### config.mk
export PLATFORM = sky130hd
export DESIGN_NAME = field_setting_controller
export DESIGN_NICKNAME = d
export VERILOG_FILES = /design/src/rtl/field_setting_controller.sv
export SDC_FILE = /design/constraint.sdc
export NUM_CORES = 1
export LEC_CHECK = 0
export CAP_MARGIN = 20
export CORE_UTILIZATION = 40
export CTS_CLUSTER_SIZE = 25
export DETAILED_ROUTE_END_ITERATION = 6
export GPL_ROUTABILITY_DRIVEN = 0
export GPL_TIMING_DRIVEN = 0
export PLACE_DENSITY_LB_ADDON = 0.15
export SYNTH_ARGS = -nofsm -noshare
export SYNTH_HDL_FRONTEND = slang
export SYNTH_SLANG_ARGS = --single-unit
### constraint.sdc
create_clock -name clk -period 8.6 [get_ports clk]
set_clock_uncertainty 0.15 [all_clocks]
set_input_delay 1.72 -clock clk [delete_from_list [all_inputs] [get_ports clk]]
set_output_delay 1.72 -clock clk [all_outputs]
set_load 0.01 [all_outputs]
### src/rtl/field_setting_controller.sv
// Multi-field value editor for the clock/alarm front panel: select a field, step it up/down with
// auto-repeat on inc, blink the selected field, then confirm (one-cycle commit strobe) or cancel.
module field_setting_controller #(
  parameter int NUM_FIELDS = 3,
  parameter int FIELD_W = 6,
  parameter logic [NUM_FIELDS*FIELD_W-1:0] FIELD_MAX = {6'd23, 6'd59, 6'd59},
  parameter int BLINK_HALF = 25_000_000,
  parameter int REPEAT_DELAY = 25_000_000,
  parameter int REPEAT_RATE = 5_000_000
) (
  input  logic                          clk,
  input  logic                          rst_n,
  input  logic                          btn_next,
  input  logic                          btn_inc,
  input  logic                          btn_dec,
  input  logic                          btn_confirm,
  input  logic                          btn_cancel,
  input  logic [NUM_FIELDS*FIELD_W-1:0] cur_val,
  output logic                          editing,
  output logic [$clog2(NUM_FIELDS)-1:0] sel,
  output logic [NUM_FIELDS*FIELD_W-1:0] edit_val,
  output logic [NUM_FIELDS*FIELD_W-1:0] set_val,
  output logic                          set_valid,
  output logic [NUM_FIELDS-1:0]         field_en
);

  localparam int SW = $clog2(NUM_FIELDS);
  localparam int HW = $clog2(REPEAT_DELAY + 1);
  localparam int BW = $clog2(BLINK_HALF + 1);
  localparam logic [HW-1:0] H_DELAY  = HW'(REPEAT_DELAY);
  // After the first repeat the counter is rewound so it re-hits H_DELAY every REPEAT_RATE cycles
  // (assumes REPEAT_RATE <= REPEAT_DELAY).
  localparam logic [HW-1:0] H_RELOAD = HW'(REPEAT_DELAY - REPEAT_RATE + 1);
  localparam logic [BW-1:0] B_LAST   = BW'(BLINK_HALF - 1);
  localparam logic [SW-1:0] SEL_LAST = SW'(NUM_FIELDS - 1);

  typedef enum logic {IDLE, EDIT} state_t;
  state_t state, state_nxt;

  logic [4:0] btn_now, btn_q, rise;
  logic rise_next, rise_inc, rise_dec, rise_confirm, rise_cancel;
  logic active, inc_held, rep_fire, step_up, step_dn, adv, commit;
  logic [HW-1:0] hold_cnt;
  logic [BW-1:0] blink_cnt;
  logic blink_phase;
  logic [FIELD_W-1:0] field_cur, field_max, field_nxt;

  assign btn_now = {btn_cancel, btn_confirm, btn_dec, btn_inc, btn_next};
  assign rise = btn_now & ~btn_q;
  assign {rise_cancel, rise_confirm, rise_dec, rise_inc, rise_next} = rise;

  assign active   = (state == EDIT) && !rise_cancel && !rise_confirm;
  assign commit   = (state == EDIT) && rise_confirm && !rise_cancel;
  assign inc_held = btn_inc & btn_q[1];
  assign rep_fire = active && inc_held && (hold_cnt == H_DELAY);
  assign step_up  = active && (rise_inc || rep_fire) && !rise_dec;
  assign step_dn  = active && rise_dec && !(rise_inc || rep_fire);
  assign adv      = active && rise_next;

  assign field_cur = edit_val[sel*FIELD_W +: FIELD_W];
  assign field_max = FIELD_MAX[sel*FIELD_W +: FIELD_W];

  always_comb begin
    field_nxt = field_cur;
    if (step_up)
      field_nxt = (field_cur >= field_max) ? '0 : field_cur + FIELD_W'(1);
    else if (step_dn)
      field_nxt = (field_cur == '0 || field_cur > field_max) ? field_max : field_cur - FIELD_W'(1);
  end

  // History starts at 1 so a button already held when reset releases produces no edge.
  always_ff @(posedge clk or negedge rst_n) begin
    if (!rst_n) btn_q <= '1;
    else        btn_q <= btn_now;
  end

  always_ff @(posedge clk or negedge rst_n) begin
    if (!rst_n) state <= IDLE;
    else        state <= state_nxt;
  end

  always_comb begin
    state_nxt = state;
    case (state)
      IDLE: if (rise_next) state_nxt = EDIT;
      EDIT: if (rise_cancel || rise_confirm) state_nxt = IDLE;
      default: state_nxt = IDLE;
    endcase
  end

  always_comb begin
    editing  = (state == EDIT);
    field_en = '1;
    if (state == EDIT && blink_phase) field_en[sel] = 1'b0;
  end

  always_ff @(posedge clk or negedge rst_n) begin
    if (!rst_n) begin
      edit_val  <= '0;
      set_val   <= '0;
      set_valid <= 1'b0;
      sel       <= '0;
    end else begin
      set_valid <= commit;
      if (commit) set_val <= edit_val;
      if (state == IDLE && rise_next) begin
        edit_val <= cur_val;
        sel      <= '0;
      end else if (active) begin
        if (step_up || step_dn) edit_val[sel*FIELD_W +: FIELD_W] <= field_nxt;
        if (adv) sel <= (sel == SEL_LAST) ? '0 : sel + SW'(1);
      end
    end
  end

  // hold_cnt holds the number of cycles inc has been held as seen on the current edge.
  always_ff @(posedge clk or negedge rst_n) begin
    if (!rst_n)                 hold_cnt <= '0;
    else if (!active || adv)    hold_cnt <= '0;
    else if (rise_inc)          hold_cnt <= HW'(1);
    else if (inc_held)          hold_cnt <= rep_fire ? H_RELOAD : hold_cnt + HW'(1);
    else                        hold_cnt <= '0;
  end

  always_ff @(posedge clk or negedge rst_n) begin
    if (!rst_n) begin
      blink_cnt   <= '0;
      blink_phase <= 1'b0;
    end else if (!active || step_up || step_dn || adv) begin
      blink_cnt   <= '0;
      blink_phase <= 1'b0;
    end else if (blink_cnt == B_LAST) begin
      blink_cnt   <= '0;
      blink_phase <= ~blink_phase;
    end else begin
      blink_cnt <= blink_cnt + BW'(1);
    end
  end

endmodule

Yosys cells after proc, flatten, opt, wreduce, memory -nomap -nowiden
Index checks and enable logic that the tools add are counted.
{ "totals": {"regBits": 96, "word_cells": 93, "output_inout_bits": 43, "input_bits": 25} }
{ "op_classes": {"muxes": 26, "n_eq_ne": 3, "multipliers": 1, "n_bitwise": 6, "n_shift": 4, "n_reduce_logical": 34, "magnitude_cmp": 4, "n_addsub": 6} }
{ "op_table": {"columns": ["cell", "count"], "rows": [
  ["$mux 25", 6],
  ["$mux 18", 3],
  ["$add 25x1->25 const B", 2],
  ["$eq 25x25->1 const B", 2],
  ["$neg 5->34", 1],
  ["$shift 6x34->18 const A", 1],
  ["$shiftx 6x34->18", 1],
  ["$mux 6", 4],
  ["$bwmux 18", 1],
  ["$shiftx 18x6->6", 1],
  ["$shiftx 18x6->6 const A", 1],
  ["$logic_and 1x1->1", 14],
  ["$logic_or 1x1->1", 8],
  ["$mux 2", 4],
  ["$reduce_bool 2->1", 4],
  ["$add 6x1->6 const B", 1],
  ["$ge 6x6->1", 1],
  ["$gt 6x6->1", 1],
  ["$logic_not 6->1", 1],
  ["$sub 6x1->6 const B", 1],
  ["$and 5x5->5", 1],
  ["$logic_not 1->1", 5],
  ["$mux 1", 5],
  ["$not 5->5", 1],
  ["other kinds (12)", 14]
]} }

Depth between registers and ports, before layout
Gate-level depths: netlist (run 1).
{ "logic_depth": {"depth_word": 17, "ltp_mapped": 12, "ltp_nobuf": 11} }

Least setup slack after synthesis (run 1)
No wires, ideal clock.
{ "synth_path": {"path_type": "in2reg", "from": "input port btn_inc", "to": "register edit_val[9]", "required_time_ns": 8.305, "arrival_ns": 3.437, "cell_stages": 7, "n_path_buf": 0, "setup_slack_ns": 4.868, "setup_ns": 0.145, "cell_sequence": "and4b_1 -> nand4_1 -> o32ai_1 -> nor2_1 -> a22o_1 -> o21ai_1 -> o221ai_1"} }
{ "synth_via": {"elab_chain_cells": 13, "word_cells_on_any_way": 19, "classes_between": "shift (1); mux (6); bitwise (2); reduce/logical (10)"} }
{ "synth_lines": {"columns": ["element", "line", "rtl"], "rows": [
  ["from (decl)", "14", "input logic btn_inc,"],
  ["$and 1x1->1", "54", "assign inc_held = btn_inc & btn_q[1];"],
  ["$logic_and 1x1->1 (2 in series)", "55", "assign rep_fire = active && inc_held && (hold_cnt == H_DELAY);"],
  ["$logic_or 1x1->1 (*)", "56, 57", null],
  ["$logic_not 1->1", "57", "assign step_dn = active && rise_dec && !(rise_inc || rep_fire);"],
  ["$logic_and 1x1->1", "57", null],
  ["$mux 6", "67", "else if (step_dn)"],
  ["$mux 6", "65", "if (step_up)"],
  ["$shiftx 6x34->18", "110", "if (step_up || step_dn) edit_val[sel*FIELD_W +: FIELD_W] <= field_nxt;"],
  ["$bwmux 18", "110", null],
  ["$mux 18", "110", null],
  ["$mux 18", "109", "end else if (active) begin"],
  ["$mux 18", "106", "if (state == IDLE && rise_next) begin"],
  ["to (signal assigned)", "107", "edit_val <= cur_val;"],
  ["to (signal, indexed assignment)", "110", null],
  ["to (decl)", "21", "output logic [NUM_FIELDS*FIELD_W-1:0] edit_val,"]
]} }
Mark *: on every way between the ends. The rest lies on a longest branch, timed or not. The select of a mux whose other input is x is not followed.
A chain may end at the register's enable or synchronous reset.

Final worst setup path (run 1)
{ "layout_path": {"from": "input port btn_inc", "to": "register edit_val[16]"} }
Same word-level chain as after synthesis.

==> run metrics, run 1 <==
final hold viol count 0; Leakage 2.640 nW; clock sink count 96; Most used DFF post-synth dfrtp_1; CTS resizes 0; Worst Min Path Start set_val[11]; sequential cell area fraction in the yosys report 45.86%; R2R setup slack 4.10 ns; ant diodes 0; number of library cell types mapped by synthesis 60; wire length per cell 16.49 µm; cell count after synthesis 556; r2r worst-path depth 12; Hold Path Class reg -> reg; Routed Wire Length 13390 µm; Area Overhead vs Synth 23.68%; Tmin final 4.551 ns; status completed; Post-synth EDFFs 0; IO Pins 68; Port Buffers 67; Worst setup EP type flip-flop; vias per inst 5.433; dpl hpwl 9855 µm; leading cell types in the layout, fill and taps excluded dfrtp_1, nand2_1, nor2_1, clkdlybuf4s50_1, nand3_1; clock tree buffer depth 2; Total GRT Usage 21.39%; hold path cells 2; row count 41; Startpoint Class input pin; Fmax 219.7 MHz; Synth Net Count 599; hold buffers post-CTS 0; largest net degree at the start of global routing 52; worst-path fanout max 8; post-route setup slack 4.049 ns; initial DRC count 305; chip width 116.6 µm; period utilization 52.92%; post-synth top area cell dfrtp_1; # DRC 0; Clock transition at path regs 0.07 ns; Fin Setup TNS 0 ns; core area 12720 µm²; Worst Tran Pin Value 1.052 ns; RSZ-0062 raised after global routing no; Worst-Skew Late Latency 0.36 ns; CTS tree done; Post-CTS Setup Inserts 0; DR vias 4412; mapped cell area 5253 µm²; VDD IR-drop max 0.1159 mV; reg-to-reg startpoint sel[1]; Arrival @ worst endpoint 4.61 ns; CP Class in -> reg; vias in the first global route 4252; Die Ht 116.6 µm; hold path endpoint set_val[11]; Initial Util 41.29%; H-Tree Depth 3; post-synthesis register bit count 96; Yosys warnings 0; Mapped Avg Cell Area 9.447 µm²; Required @ worst endpoint 8.66 ns; Slew headroom 29.66%; Place WS 3.666 ns; Clock Tree Root clkbuf_16; Yosys top cell area share 43.35%; Nets 678; Power Density 253.2 nW/µm²; antenna violation net count after detailed routing 0; initial antenna violation count 0; Fillers 1219; first-pass GRT wire length 22090 µm; GRT Residual Overflow 0; TritonCTS buffer count 9; layout cells sized above 1 7.813%; Pre-antenna DRT Iters 5; maxcap violations 0; worst flop-to-flop path endpoint edit_val[9]; max-slew violation count 0; total die area 13590 µm²; final setup vio count 0; largest cells by area after synthesis dfrtp_1, nand2_1, nor2_1, ha_1, xnor2_1; FFs w/ async S/R, synth 100.0%; most common cell after layout, fill and taps aside dfrtp_1
cell families (layout without fill, tap and decap cells):
group	count (synthesis)	in the layout	synth area share, %
and+or+nand+nor	263	263	24.46
DFF	96	96	45.86
AOI/OAI and AO/OA	86	86	12.98
xor gates and xnor gates	47	47	7.837
buffers and inverters	38	122	2.787
adders and majority gates	18	18	4.288
muxes	8	8	1.787
power by group:
group / internal (W) / switching [W]
logic: 0.000273 / 0.000347
registers: 0.000513 / 0.0000624
clock network: 0.000271 / 0.000178
total: 0.00106 / 0.000587
per-stage QoR:
| step | power, W | hold WS (ns) | utilization (%) | instance area [µm²] | std cells |
|---|---|---|---|---|---|
| CTS | 0.001652 | 0.3289 | 51.06 | 6496 | 812 |
| detailed placement | 0.001201 | 0.3129 | 48.45 | 6163 | 796 |
| global placement | 0.001182 | 0.3086 | 48.25 | 6138 | 795 |
| finish | 0.001645 | 0.3234 | 51.06 | 6496 | 812 |
| floorplan | 0.0009393 | 0.2973 | - | 5253 | 556 |
| global route | 0.001741 | 0.3431 | 51.06 | 6496 | 812 |
critical path: stages:
cell             delay, ns
clkdlybuf4s50_1       0.57
and4b_1               0.23
nand4_1               0.17
o32ai_1               0.93
nor2_1                0.24
a221oi_2              0.54
o221ai_1              0.20
registers in the layout, indices dropped and copies added, names as in the netlist:
signal / flops
set_val: 18
blink_phase: 1
blink_cnt: 25
edit_val: 18
sel: 2
btn_q: 5
set_valid: 1
editing: 1
hold_cnt: 25
routing by layer:
metal | global-route usage (%) | up-vias | share of wire, %
met3 | 3.788 | 27 | 5.7
met1 | 29.89 | 2131 | 47
li1 | - | 2119 | -
met4 | 9.873 | 0 | 2.6
met5 | 0 | - | 0
met2 | 32.27 | 135 | 44
cell usage after synthesis (all sizes together) (3+ instances only):
master / instances
dfrtp: 91
nand2: 81
nor2: 68
nand3: 39
xnor2: 25
xor2: 22
ha: 18
inv: 18
o21ai: 17
nand4: 16
clkbuf: 15
a21oi: 12
a22oi: 12
and3: 12
nor3: 11
o211ai: 10
mux2i: 7
o221ai: 7
a2bb2oi: 5
dfstp: 5
nand2b: 5
nor4: 5
a31oi: 4
and4: 4
o21a: 4
or2: 4
or3: 4
a22o: 3
buf: 3
nor2b: 3
worst max path at each step:
| stage | from | end | slack, ns | depth (start not counted) |
|---|---|---|---|---|
| 6_report | btn_inc | edit_val[16] | 4.05 | 7 |
| 5_1_grt | btn_inc | edit_val[16] | 3.80 | 7 |
| 4_1_cts | btn_inc | edit_val[16] | 4.03 | 7 |
| 3_5_place_dp | btn_inc | edit_val[16] | 3.67 | 7 |
| 3_3_place_gp | rst_n | hold_cnt[11] | 2.06 | 1 |
| 2_1_floorplan | btn_inc | edit_val[9] | 4.87 | 7 |
final cells by class:
class / count / area, µm² / area share, %
tap: 172 / 215.2 / 3.313
sequential: 96 / 2409 / 37.08
timing repair buffer: 68 / 695.7 / 10.71
multi-input combinational: 422 / 2698 / 41.53
clock buffer: 12 / 256.5 / 3.948
inverter: 20 / 75.07 / 1.156
clock inverter: 4 / 76.32 / 1.175
buffer: 18 / 71.32 / 1.098
No activity file was read; power rests on OpenSTA's default activity.
==> run 2, diff against run 1 <==
clock period = 3.8 ns   (was 8.6 ns; I/O delays follow)
==> run 2 against run 1 <==
Against the previous run: cell area grew 2.4%; hold slack lost 0.051 ns; worst setup slack lost 3.9 ns; die area is the same; utilization grew 1.2 points; sequential power grew 130%; critical path type is now reg -> reg; critical endpoint is now edit_val[9]; largest cell class unchanged; highest routed layer unchanged.
==> run metrics, run 2 (synthesis gave the netlist of run 1 again) <==
Worst Tran Pin Value 1.053 ns; Pre-antenna DRT Iters 4; CP startpoint sel[0]; clock tree buffer depth 2; Nets 687; # DRC 0; vias in the first global route 4267; Fmax 275.8 MHz; leading cell types in the layout, fill and taps excluded dfrtp_1, nand2_1, nor2_1, clkdlybuf4s50_1, nand3_1; clock sink count 96; Arrival @ worst endpoint 3.69 ns; H-Tree Depth 3; Clock transition at path regs 0.07 ns; Slowest-stage cell, CP dfrtp_1; total die area 13590 µm²; total power 0.003898 W; top flop regs blink_cnt x25, hold_cnt x25; Area Overhead vs Synth 26.70%; Routed Wire Length 13580 µm; Initial Util 41.29%; wire length per cell 16.54 µm; status completed; worst path cell trace nor2b_2 -> a2bb2oi_2 -> clkinv_1 -> ha_1 -> and4_1 -> o21a_1 -> a2bb2oi_4 -> or2_2 -> nor3_2 -> o311ai_4 -> o221ai_1; R2R setup slack 0.17 ns; first-pass GRT wire length 22190 µm; post-layout util 52.31%; IO Pins 68; dpl hpwl 9855 µm; final std cells w/o fill 821; VDD IR-drop max 0.2638 mV; Leakage 2.702 nW; most common cell after layout, fill and taps aside dfrtp_1; Worst setup EP type flip-flop; RSZ-0062 raised after global routing no; Final Instance Area 6655 µm²; initial antenna violation count 0; worst flop-to-flop path endpoint edit_val[9]; antenna violation net count after detailed routing 0; chip width 116.6 µm; row count 41; vias per inst 5.384; crit-path max cell delay 0.51 ns; Slew headroom 29.55%; Die Ht 116.6 µm; Required @ worst endpoint 3.86 ns; Total GRT Usage 21.47%; largest net degree at the start of global routing 52; maxcap violations 0; placed cell count 796; worst-path fanout max 9; core area 12720 µm²; final setup vio count 0; Port Buffers 67; Buf/Inv on CP 1; DR vias 4420; GRT Residual Overflow 0; Power Density 585.6 nW/µm²; CP Class reg -> reg; Startpoint Class flip-flop; Worst-Skew Late Latency 0.36 ns; CTS tree done; reg-to-reg startpoint sel[0]; initial DRC count 237; period utilization 95.43%; r2r worst-path depth 11; Tmin final 3.626 ns; Top delay family on crit path compound AO/OA/AOI/OAI gates; max-slew violation count 0; final hold viol count 0; Clock Tree Root clkbuf_16; layout cells sized above 1 10.63%; TritonCTS buffer count 9; ant diodes 0; Area after DPL 6163 µm²; Hold Path Class in -> async
==> run 2: final cells by class <==
type | count | area, µm²
inverters | 20 | 75.07
flip-flops and latches | 96 | 2410
well taps | 172 | 215.2
clock inverters | 4 | 76.32
fillers | 1191 | 6067
clock buffers | 12 | 256.5
multi-input cells | 422 | 2773
plain buffers | 18 | 73.82
repair buffers | 77 | 775.7
==> run 2: worst register-to-register path, cell delays in order (launching register included) <==
cell	delay [ns]
dfrtp_1	0.51
nor2b_2	0.27
a2bb2oi_2	0.29
clkinv_1	0.33
ha_1	0.37
and4_1	0.26
o21a_1	0.21
a2bb2oi_4	0.23
or2_2	0.20
nor3_2	0.07
o311ai_4	0.40
o221ai_1	0.20
==> run 2: power breakdown <==
group          total [W]  switching [W]  internal [W]  leakage [nW]
Clock            0.00102       0.000402      0.000614         0.159
Combinational    0.00158       0.000862      0.000721          1.27
Sequential       0.00130       0.000136       0.00116          1.27
Total            0.00390        0.00140       0.00250          2.70
==> run 2: timing repair <==
| action | 4_1_cts | 5_1_grt |
|---|---|---|
| hold buffers | 0 | 0 |
| resized for setup | 8 | 8 |
| endpoints found under the setup margin | 18 | 18 |
| buffers inserted | 0 | 9 |
| pin swaps | 0 | 3 |
==> run 2: metrics by stage <==
step	hold slack, ns	worst slack, ns	setup TNS, ns
after detailed placement	0.3129	-0.5979	-8.093
after global placement	0.3086	-1.783	-170.45
after global routing	0.3308	0.02829	0
final	0.2726	0.1738	0
after floorplan	0.2973	0.4394	0
after CTS	0.3034	0.01694	0
==> run 2: worst max path at each step <==
stage / end / slack [ns] / cells after the start
after floorplan: edit_val[9] / 0.44 / 12
after global placement: hold_cnt[11] / -1.78 / 1
after detailed placement: edit_val[9] / -0.60 / 12
after CTS: edit_val[17] / 0.02 / 12
after global routing: edit_val[17] / 0.03 / 8
final: edit_val[9] / 0.17 / 11
==> run 2: routing by layer <==
metal	vias up	global-route usage, %	part of all wire (%)
met5	-	0	0
met4	0	10.21	1.5
met3	18	3.684	5.9
met2	117	32.35	45
met1	2142	29.99	47
li1	2143	-	-
